<file path="config.mk">
export PLATFORM = sky130hd
export DESIGN_NAME = clock_group_reset_sequencer_flat
export DESIGN_NICKNAME = d
export VERILOG_FILES = /design/src/rtl/clock_group_reset_sequencer_if.sv /design/src/rtl/clock_group_reset_sequencer.sv /design/src/flat_wrapper.sv
export SDC_FILE = /design/constraint.sdc
export NUM_CORES = 1
export LEC_CHECK = 0
export ABC_CLOCK_PERIOD_IN_PS = 2100
export BUFFER_PORTS_ARGS = -buffer_cell sky130_fd_sc_hd__buf_2
export CELL_PAD_IN_SITES_DETAIL_PLACEMENT = 1
export CELL_PAD_IN_SITES_GLOBAL_PLACEMENT = 1
export CORE_UTILIZATION = 45
export CTS_BUF_LIST = sky130_fd_sc_hd__clkbuf_8
export DETAILED_ROUTE_END_ITERATION = 10
export GPL_ROUTABILITY_DRIVEN = 1
export MAX_ROUTING_LAYER = met4
export PLACE_DENSITY = 0.77
export RECOVER_POWER = 100
export SLEW_MARGIN = 30
export SYNTH_ARGS = -nofsm -noshare
export SYNTH_HDL_FRONTEND = slang
export SYNTH_SLANG_ARGS = --single-unit
export TNS_END_PERCENT = 10
</file>
<file path="constraint.sdc">
create_clock -name clock -period 2.1 [get_ports clock]
set_input_delay 0.42 -clock clock [delete_from_list [all_inputs] [get_ports clock]]
set_output_delay 0.42 -clock clock [all_outputs]
set_load 0.1 [all_outputs]
</file>
<file path="src/rtl/clock_group_reset_sequencer_if.sv">
// Request inputs and per-group reset outputs of the clock-group reset sequencer.
// The sequencer uses the master side; the requester/reset consumer uses the slave side.
interface clock_group_reset_sequencer_if;
  logic       io_async_req;
  logic       io_l2_reset_req;
  logic       auto_out_member_subsystem_sbus_0_reset;
  logic       auto_out_member_subsystem_sbus_1_reset;
  logic       io_ready;
  logic [1:0] io_state;

  modport master (
    input  io_async_req,
    input  io_l2_reset_req,
    output auto_out_member_subsystem_sbus_0_reset,
    output auto_out_member_subsystem_sbus_1_reset,
    output io_ready,
    output io_state
  );

  modport slave (
    output io_async_req,
    output io_l2_reset_req,
    input  auto_out_member_subsystem_sbus_0_reset,
    input  auto_out_member_subsystem_sbus_1_reset,
    input  io_ready,
    input  io_state
  );
endinterface

</file>
<file path="src/rtl/clock_group_reset_sequencer.sv">
// Releases the sbus group reset, then the L2 group reset after a stagger; supports an
// asynchronous full re-reset request and a synchronous L2-only re-reset request.
module clock_group_reset_sequencer #(
  parameter int SYNC_STAGES    = 3,
  parameter int HOLD_CYCLES    = 16,
  parameter int STAGGER_CYCLES = 8,
  parameter int CNT_W          = 8
) (
  input  logic                          clock,
  input  logic                          reset,
  clock_group_reset_sequencer_if.master bus
);

  typedef enum logic [1:0] {
    HOLD_ALL = 2'd0,
    REL0     = 2'd1,
    RUN      = 2'd2,
    HOLD1    = 2'd3
  } state_t;

  localparam logic [CNT_W-1:0] HOLD_LAST    = CNT_W'(HOLD_CYCLES - 1);
  localparam logic [CNT_W-1:0] STAGGER_LAST = CNT_W'(STAGGER_CYCLES - 1);
  localparam logic [CNT_W-1:0] CNT_ONE      = CNT_W'(1);

  logic [SYNC_STAGES-1:0] sync_q;
  logic                   req_s;
  state_t                 state;
  state_t                 state_nxt;
  logic [CNT_W-1:0]       cnt;
  logic [CNT_W-1:0]       cnt_nxt;
  logic                   sbus0_rst_q;
  logic                   sbus1_rst_q;
  logic                   ready_q;

  assign req_s = sync_q[SYNC_STAGES-1];

  // Next state: an external request overrides everything and pins the counter at 0.
  always_comb begin
    state_nxt = state;
    cnt_nxt   = cnt + CNT_ONE;
    if (req_s) begin
      state_nxt = HOLD_ALL;
      cnt_nxt   = '0;
    end else begin
      case (state)
        HOLD_ALL: begin
          if (cnt == HOLD_LAST) begin
            state_nxt = REL0;
            cnt_nxt   = '0;
          end
        end
        REL0: begin
          if (cnt == STAGGER_LAST) begin
            state_nxt = RUN;
            cnt_nxt   = '0;
          end
        end
        RUN: begin
          cnt_nxt = '0;
          if (bus.io_l2_reset_req) begin
            state_nxt = HOLD1;
          end
        end
        HOLD1: begin
          if (cnt == HOLD_LAST) begin
            state_nxt = RUN;
            cnt_nxt   = '0;
          end
        end
      endcase
    end
  end

  // Outputs are decoded from the next state so they change on the same edge as state.
  always_ff @(posedge clock) begin
    if (reset) begin
      sync_q      <= '0;
      state       <= HOLD_ALL;
      cnt         <= '0;
      sbus0_rst_q <= 1'b1;
      sbus1_rst_q <= 1'b1;
      ready_q     <= 1'b0;
    end else begin
      sync_q      <= {sync_q[SYNC_STAGES-2:0], bus.io_async_req};
      state       <= state_nxt;
      cnt         <= cnt_nxt;
      sbus0_rst_q <= (state_nxt == HOLD_ALL);
      sbus1_rst_q <= (state_nxt != RUN);
      ready_q     <= (state_nxt == RUN);
    end
  end

  assign bus.auto_out_member_subsystem_sbus_0_reset = sbus0_rst_q;
  assign bus.auto_out_member_subsystem_sbus_1_reset = sbus1_rst_q;
  assign bus.io_ready                               = ready_q;
  assign bus.io_state                               = state;

endmodule

</file>
<file path="src/flat_wrapper.sv">
// flat-port wrapper written by rule: the top's interface ports become plain ports
module clock_group_reset_sequencer_flat 
#(
  parameter int SYNC_STAGES    = 3,
  parameter int HOLD_CYCLES    = 16,
  parameter int STAGGER_CYCLES = 8,
  parameter int CNT_W          = 8
)
  (clock, reset, bus_io_async_req, bus_io_l2_reset_req, bus_auto_out_member_subsystem_sbus_0_reset, bus_auto_out_member_subsystem_sbus_1_reset, bus_io_ready, bus_io_state);
  clock_group_reset_sequencer_if bus_i ();
  input  logic clock;
  input  logic reset;
  input wire logic [$bits(bus_i.io_async_req)-1:0] bus_io_async_req;
  input wire logic [$bits(bus_i.io_l2_reset_req)-1:0] bus_io_l2_reset_req;
  output wire logic [$bits(bus_i.auto_out_member_subsystem_sbus_0_reset)-1:0] bus_auto_out_member_subsystem_sbus_0_reset;
  output wire logic [$bits(bus_i.auto_out_member_subsystem_sbus_1_reset)-1:0] bus_auto_out_member_subsystem_sbus_1_reset;
  output wire logic [$bits(bus_i.io_ready)-1:0] bus_io_ready;
  output wire logic [$bits(bus_i.io_state)-1:0] bus_io_state;
  assign bus_i.io_async_req = bus_io_async_req;
  assign bus_i.io_l2_reset_req = bus_io_l2_reset_req;
  assign bus_auto_out_member_subsystem_sbus_0_reset = bus_i.auto_out_member_subsystem_sbus_0_reset;
  assign bus_auto_out_member_subsystem_sbus_1_reset = bus_i.auto_out_member_subsystem_sbus_1_reset;
  assign bus_io_ready = bus_i.io_ready;
  assign bus_io_state = bus_i.io_state;
  clock_group_reset_sequencer #(.SYNC_STAGES(SYNC_STAGES), .HOLD_CYCLES(HOLD_CYCLES), .STAGGER_CYCLES(STAGGER_CYCLES), .CNT_W(CNT_W)) u_core (.clock(clock), .reset(reset), .bus(bus_i));
endmodule
</file>
* Yosys cells after proc, flatten, opt, wreduce, memory -nomap -nowiden
Cells that the tools add are included.
** Storage, ports and cells
- Word-level logic and storage cells :: 27
- Bits in registers :: 16
** Operators by class
- Mux-type cells :: 9
- Reduce and logical (&&, ||, !) cells :: 4
- Add/sub/neg operators :: 1
- Equal/unequal tests :: 7
** Operator list (count)
- 8-bit one-hot mux with 3 select lines :: 1
- 8-bit 2-to-1 mux :: 2
- 2-bit 2-to-1 mux :: 5
- 8-bit by 1-bit adder with 8-bit output, second input constant :: 1
- 8-bit by 3-bit equality test with 1-bit output, second input constant :: 1
- 8-bit by 4-bit equality test with 1-bit output, second input constant :: 1
- 2-bit one-hot mux with 4 select lines :: 1
- 2-bit equality test, second input constant :: 3
- 2-bit zero test :: 2
- 2-bit OR reduction :: 2
- 2-bit by 1-bit equality test with 1-bit output, second input constant :: 1
- 2-bit != test, second input constant :: 1

* Longest topological paths before layout
- Word-level depth :: 5
- Depth in mapped cells :: 6
- Mapped depth without buffers :: 6

* Worst setup path after synthesis
Ideal clock, no wire load.
- Path kind :: flip-flop to flip-flop
- Start point :: register u_core.state[0], in the netlist u_core.bus.io_state[0]
- End point :: register u_core.sbus1_rst_q, in the netlist u_core.bus.auto_out_member_subsystem_sbus_1_reset
- Period minus slack after synthesis :: 2.373 ns
- Setup time :: 0.127 ns
- Slack :: -0.273 ns
- Required time :: 1.973 ns
- Data arrival time :: 2.246 ns
- Cell stages (with the launch flop) :: 6
- Cells stage by stage :: dfxtp_1 inv_1 ha_1 a2111o_1 nor3_2 o31ai_1
** Between the ends
- Longest elaborated chain between the ends :: 4
** Ends and longest elaborated chain
- start: declaration :: RTL line clock_group_reset_sequencer.sv:27 : state_t state;
- start signal: assignment :: RTL line clock_group_reset_sequencer.sv:85 : state <= state_nxt;
- 2-bit equality test (tied with other cells) :: RTL line clock_group_reset_sequencer.sv:45 : case (state)
- 2-bit one-hot mux with 4 select lines * :: RTL line clock_group_reset_sequencer.sv:45
- 2-bit 2-to-1 mux * :: RTL line clock_group_reset_sequencer.sv:41 : if (req_s) begin
- 2-bit != test * :: RTL line clock_group_reset_sequencer.sv:88 : sbus1_rst_q <= (state_nxt != RUN);
- end signal: assignment :: RTL line clock_group_reset_sequencer.sv:88
- end: declaration :: RTL line clock_group_reset_sequencer.sv:32 : logic sbus1_rst_q;
Mark *: on every way between the ends. The rest lies on a longest branch, timed or not.
A chain may end at the register's enable or synchronous reset.

* Worst setup path after layout
- Start point :: register u_core.state[0], in the netlist u_core.bus.io_state[0]
- End point :: register u_core.ready_q, in the netlist u_core.bus.io_ready
** Between the ends
- Longest elaborated chain between the ends :: 4
** Ends and longest elaborated chain
- 2-bit equality test (tied with other cells) :: RTL line clock_group_reset_sequencer.sv:45
- 2-bit one-hot mux with 4 select lines * :: RTL line clock_group_reset_sequencer.sv:45
- 2-bit 2-to-1 mux * :: RTL line clock_group_reset_sequencer.sv:41
- 2-bit equality test * :: RTL line clock_group_reset_sequencer.sv:89 : ready_q <= (state_nxt == RUN);
- end signal: assignment :: RTL line clock_group_reset_sequencer.sv:89
- end: declaration :: RTL line clock_group_reset_sequencer.sv:33 : logic ready_q;
Marks and branches as above.

==> summary by stage <==
Status
The run finished with clean final reports.

STA
The slew at the pin closest to its max-slew limit is 1180 ps. The final setup skew is 3.21 ps. The max-slew violation count is 0. The setup TNS is 0 ps. Setup violations remaining at the end of the flow were counted as 0. The number of hold violations in the final report was 0. The shortest clock period the worst path allows after layout is 1850 ps. Headroom to the max-slew limit came out at 21.4%. The peak clock frequency supported by timing is 0.540 GHz. After layout, the worst path uses 88.1% of the clock period. Setup repair after global routing left no endpoint under its margin.

Synth
The synthesized area is 743 sq um. The proportion of synthesized flip-flops having asynchronous set or reset is 0%. The number of distinct library cells after synthesis is 31. The synthesis warning total is 0.

The synthesized netlist net count is 82. The average instance in the mapped netlist occupies 10.2 sq um. Synthesis produced 73 cells.

The count of state elements after synthesis is 16. The most frequently used flop master after synthesis is sky130_fd_sc_hd__dfxtp_1. Counting flops with a built-in enable in the synthesized netlist gives 0.

The sequential-to-total area share from yosys stat is 43.1%.

Floorplanning
The overall die height is 42.6 um. During I/O placement, the number of pins put on the boundary was 9. For this configuration, the core starts out at a cell density of 48.8%.

The die covers 0.00182 sq mm. The floorplan has 14 rows. The core region area is 0.00152 sq mm. From left edge to right edge, the die measures 42.6 um.

Critical path
The largest individual stage delay along the critical path comes from the cell sky130_fd_sc_hd__a2111o_1. The critical path goes through inv_1 > ha_1 > a2111o_1 > nor3_1 > o31a_1. STA classifies the critical path endpoint as a register. The nature of the critical path startpoint is a register. The slack of the worst reg-to-reg path is 250 ps. The required time of the worst setup path is 2290 ps. The critical path class is register to register.

In this run the critical register-to-register path is captured at u_core.bus.io_ready$_SDFF_PP0_. The number of cells on the worst reg-to-reg path is 5. The critical path startpoint is u_core.bus.io_state[0]$_SDFF_PP0_. The critical path's largest stage delay is 450 ps. The worst-path maximum fanout is 8. Data on the critical path arrives at its endpoint at 2040 ps.

The startpoint of the lowest-slack register-to-register path is u_core.bus.io_state[0]$_SDFF_PP0_.

Layout
The diode insertion count for antenna repair is 0. From synthesis to final layout, the design area changed by 13.8%. In the final layout, the share of cells above drive strength 1 is 16.7%. The finished layout holds 100 standard cells, fillers aside. The final layout net count is 94.

Global route
The pin count of the biggest net entering global routing is 10. Across every metal layer, demand over resource in global routing totals 19.5%. The first global-routing pass estimated 2500 um of wire.

The residual overflow from global routing is 0. The number of global-route vias before repair is 570. The initial antenna violation count is 0.

Worst hold path
The worst hold path belongs to the class input port to register. For hold timing, the worst endpoint is u_core.sync_q[0]$_SDFF_PP0_. The launch point of the worst hold path is bus_io_async_req. The number of stages on the worst hold path is 2.

Route
The average wire length per cell after detail routing is 15.9 um. After detailed routing, the number of remaining DRC violations is 0. The first detailed-routing pass ran for 4 iterations. The via count normalized by instance count is 5.63. The first-iteration detailed-routing DRC count is 8. The routed layout has 563 vias. The total wire length is 1590 um.

Once detail routing completed, the nets flagged for antenna violations numbered 0.

CTS
After clock tree synthesis, the flow added hold-fix buffers numbering 0. TritonCTS built the clock tree. The clock slew seen by the registers of the worst setup and hold paths is 60 ps. The clock passes through at most 2 buffers. The number of setup buffers added after CTS is 0. In this run the number of H-tree levels came out at 1. The CTS buffer count is 3. The clock latency at the later pin of the worst-skew pair is 250 ps. The clock root buffer is sky130_fd_sc_hd__clkbuf_8.

The number of gates resized after CTS is 0. Counting every sink on the clock net gives 16.

Pwr
The areal power density over the cells is 742 mW/mm^2. Across the VDD grid, the largest voltage drop is 0.426 mV. For this design the static power due to leakage is 0.000315 uW.

Placement
The detailed placement HPWL is 1150 um. In this run, placement finished with an instance count of 96. The number of port buffers is 8. The placer congestion estimate is 0.823.

Job
The max-cap violation count is 0.
[power breakdown]
part / leakage [uW] / switching, uW / internal [uW]
logic: 0.000156 / 18.7 / 12.6
registers: 0.000131 / 7.16 / 314
clock network: 0.0000288 / 109 / 166
total: 0.000315 / 134 / 493
[cell usage after synthesis, types with 2 or more instances]
library cell,count,area [sq um]
sky130_fd_sc_hd__inv_1,4,15.0
sky130_fd_sc_hd__nor2_1,9,33.8
sky130_fd_sc_hd__nand2_1,4,15.0
sky130_fd_sc_hd__ha_1,5,62.6
sky130_fd_sc_hd__nor4_4,2,42.5
sky130_fd_sc_hd__nor2b_1,3,18.8
sky130_fd_sc_hd__nor3_1,2,10.0
sky130_fd_sc_hd__nand3_1,2,10.0
sky130_fd_sc_hd__xor2_1,2,17.5
sky130_fd_sc_hd__dfxtp_1,16,320
sky130_fd_sc_hd__xnor2_1,4,35.0
[critical path, delay by kind of cell (launching register included)]
kind / cells / cell delay (ps)
compound gates: 2 / 660
flops: 1 / 400
simple gates: 1 / 330
fa+ha+maj: 1 / 280
buf+inv: 1 / 110
[layout make-up]
| cell class | count | area (sq um) |
|---|---|---|
| Timing Repair Buffer | 8 | 35.0 |
| Fill cell | 174 | 678 |
| Tap cell | 16 | 20.0 |
| Sequential cell | 16 | 322 |
| Multi-Input combinational cell | 52 | 399 |
| Clock buffer | 4 | 55.1 |
| Inverter | 4 | 15.0 |
[worst max path at each step]
stage	slack (ps)	endpoint	cells after the start
after floorplan	120	u_core.bus.auto_out_member_subsystem_sbus_1_reset$_SDFF_PP1_	5
after global placement	370	u_core.bus.io_ready$_SDFF_PP0_	5
after detailed placement	360	u_core.bus.io_ready$_SDFF_PP0_	5
after CTS	340	u_core.bus.io_ready$_SDFF_PP0_	5
after global routing	130	u_core.bus.io_ready$_SDFF_PP0_	5
final	250	u_core.bus.io_ready$_SDFF_PP0_	5
[through the flow]
step | instance area, sq um | power [uW] | worst slack, ps | hold WS (ps) | utilization [%]
4_1_cts | 857 | 634 | 337 | 397 | 56.2
3_3_place_gp | 802 | 358 | 373 | 429 | 52.6
6_report | 846 | 627 | 249 | 391 | 55.5
2_1_floorplan | 746 | 349 | 121 | 414 | -
5_1_grt | 846 | 647 | 129 | 410 | 55.5
3_5_place_dp | 802 | 360 | 361 | 438 | 52.6
[cells in the final DEF (no fill, tap or decap), drive strengths merged]
cell     instances
o22ai            1
nand3            2
a2111o           1
and2b            1
and3             2
o22a             1
o31ai            1
nor4             3
nor2b            3
a21oi            1
a211o            1
clkbuf          10
xor2             2
ha               5
inv              4
and3b            1
a311oi           1
dfxtp           16
nand2            4
xnor2            4
nor3             3
o21ai            2
o21a             1
buf              2
a2111oi          2
o31a             1
nor2             9
[logic make-up after synthesis]
family,synth area share (%)
AND/OR/NAND/NOR,23.7
AO/OA/AOI/OAI,15.2
XOR/XNOR,7.07
buffers and inverters,2.52
adder cells (fa/ha/maj),8.42
flip-flops,43.1
[layer usage]
metal  global-route usage, %  wire length (um)  part of all wire (%)
met1                    25.9               809                    51
met3                    3.88                48                   3.0
met4                    11.3                14                  0.88
met2                    27.3               717                    45
met5                       -                 0                     0
[sequential cells by signal, indices dropped and copies added, names as in the netlist]
| name | count |
|---|---|
| u_core.cnt | 8 |
| u_core.sync_q | 3 |
| u_core.bus.io_state | 2 |
| u_core.bus.auto_out_member_subsystem_sbus_0_reset | 1 |
| u_core.bus.auto_out_member_subsystem_sbus_1_reset | 1 |
| u_core.bus.io_ready | 1 |
(Power assumes the default switching activity.)
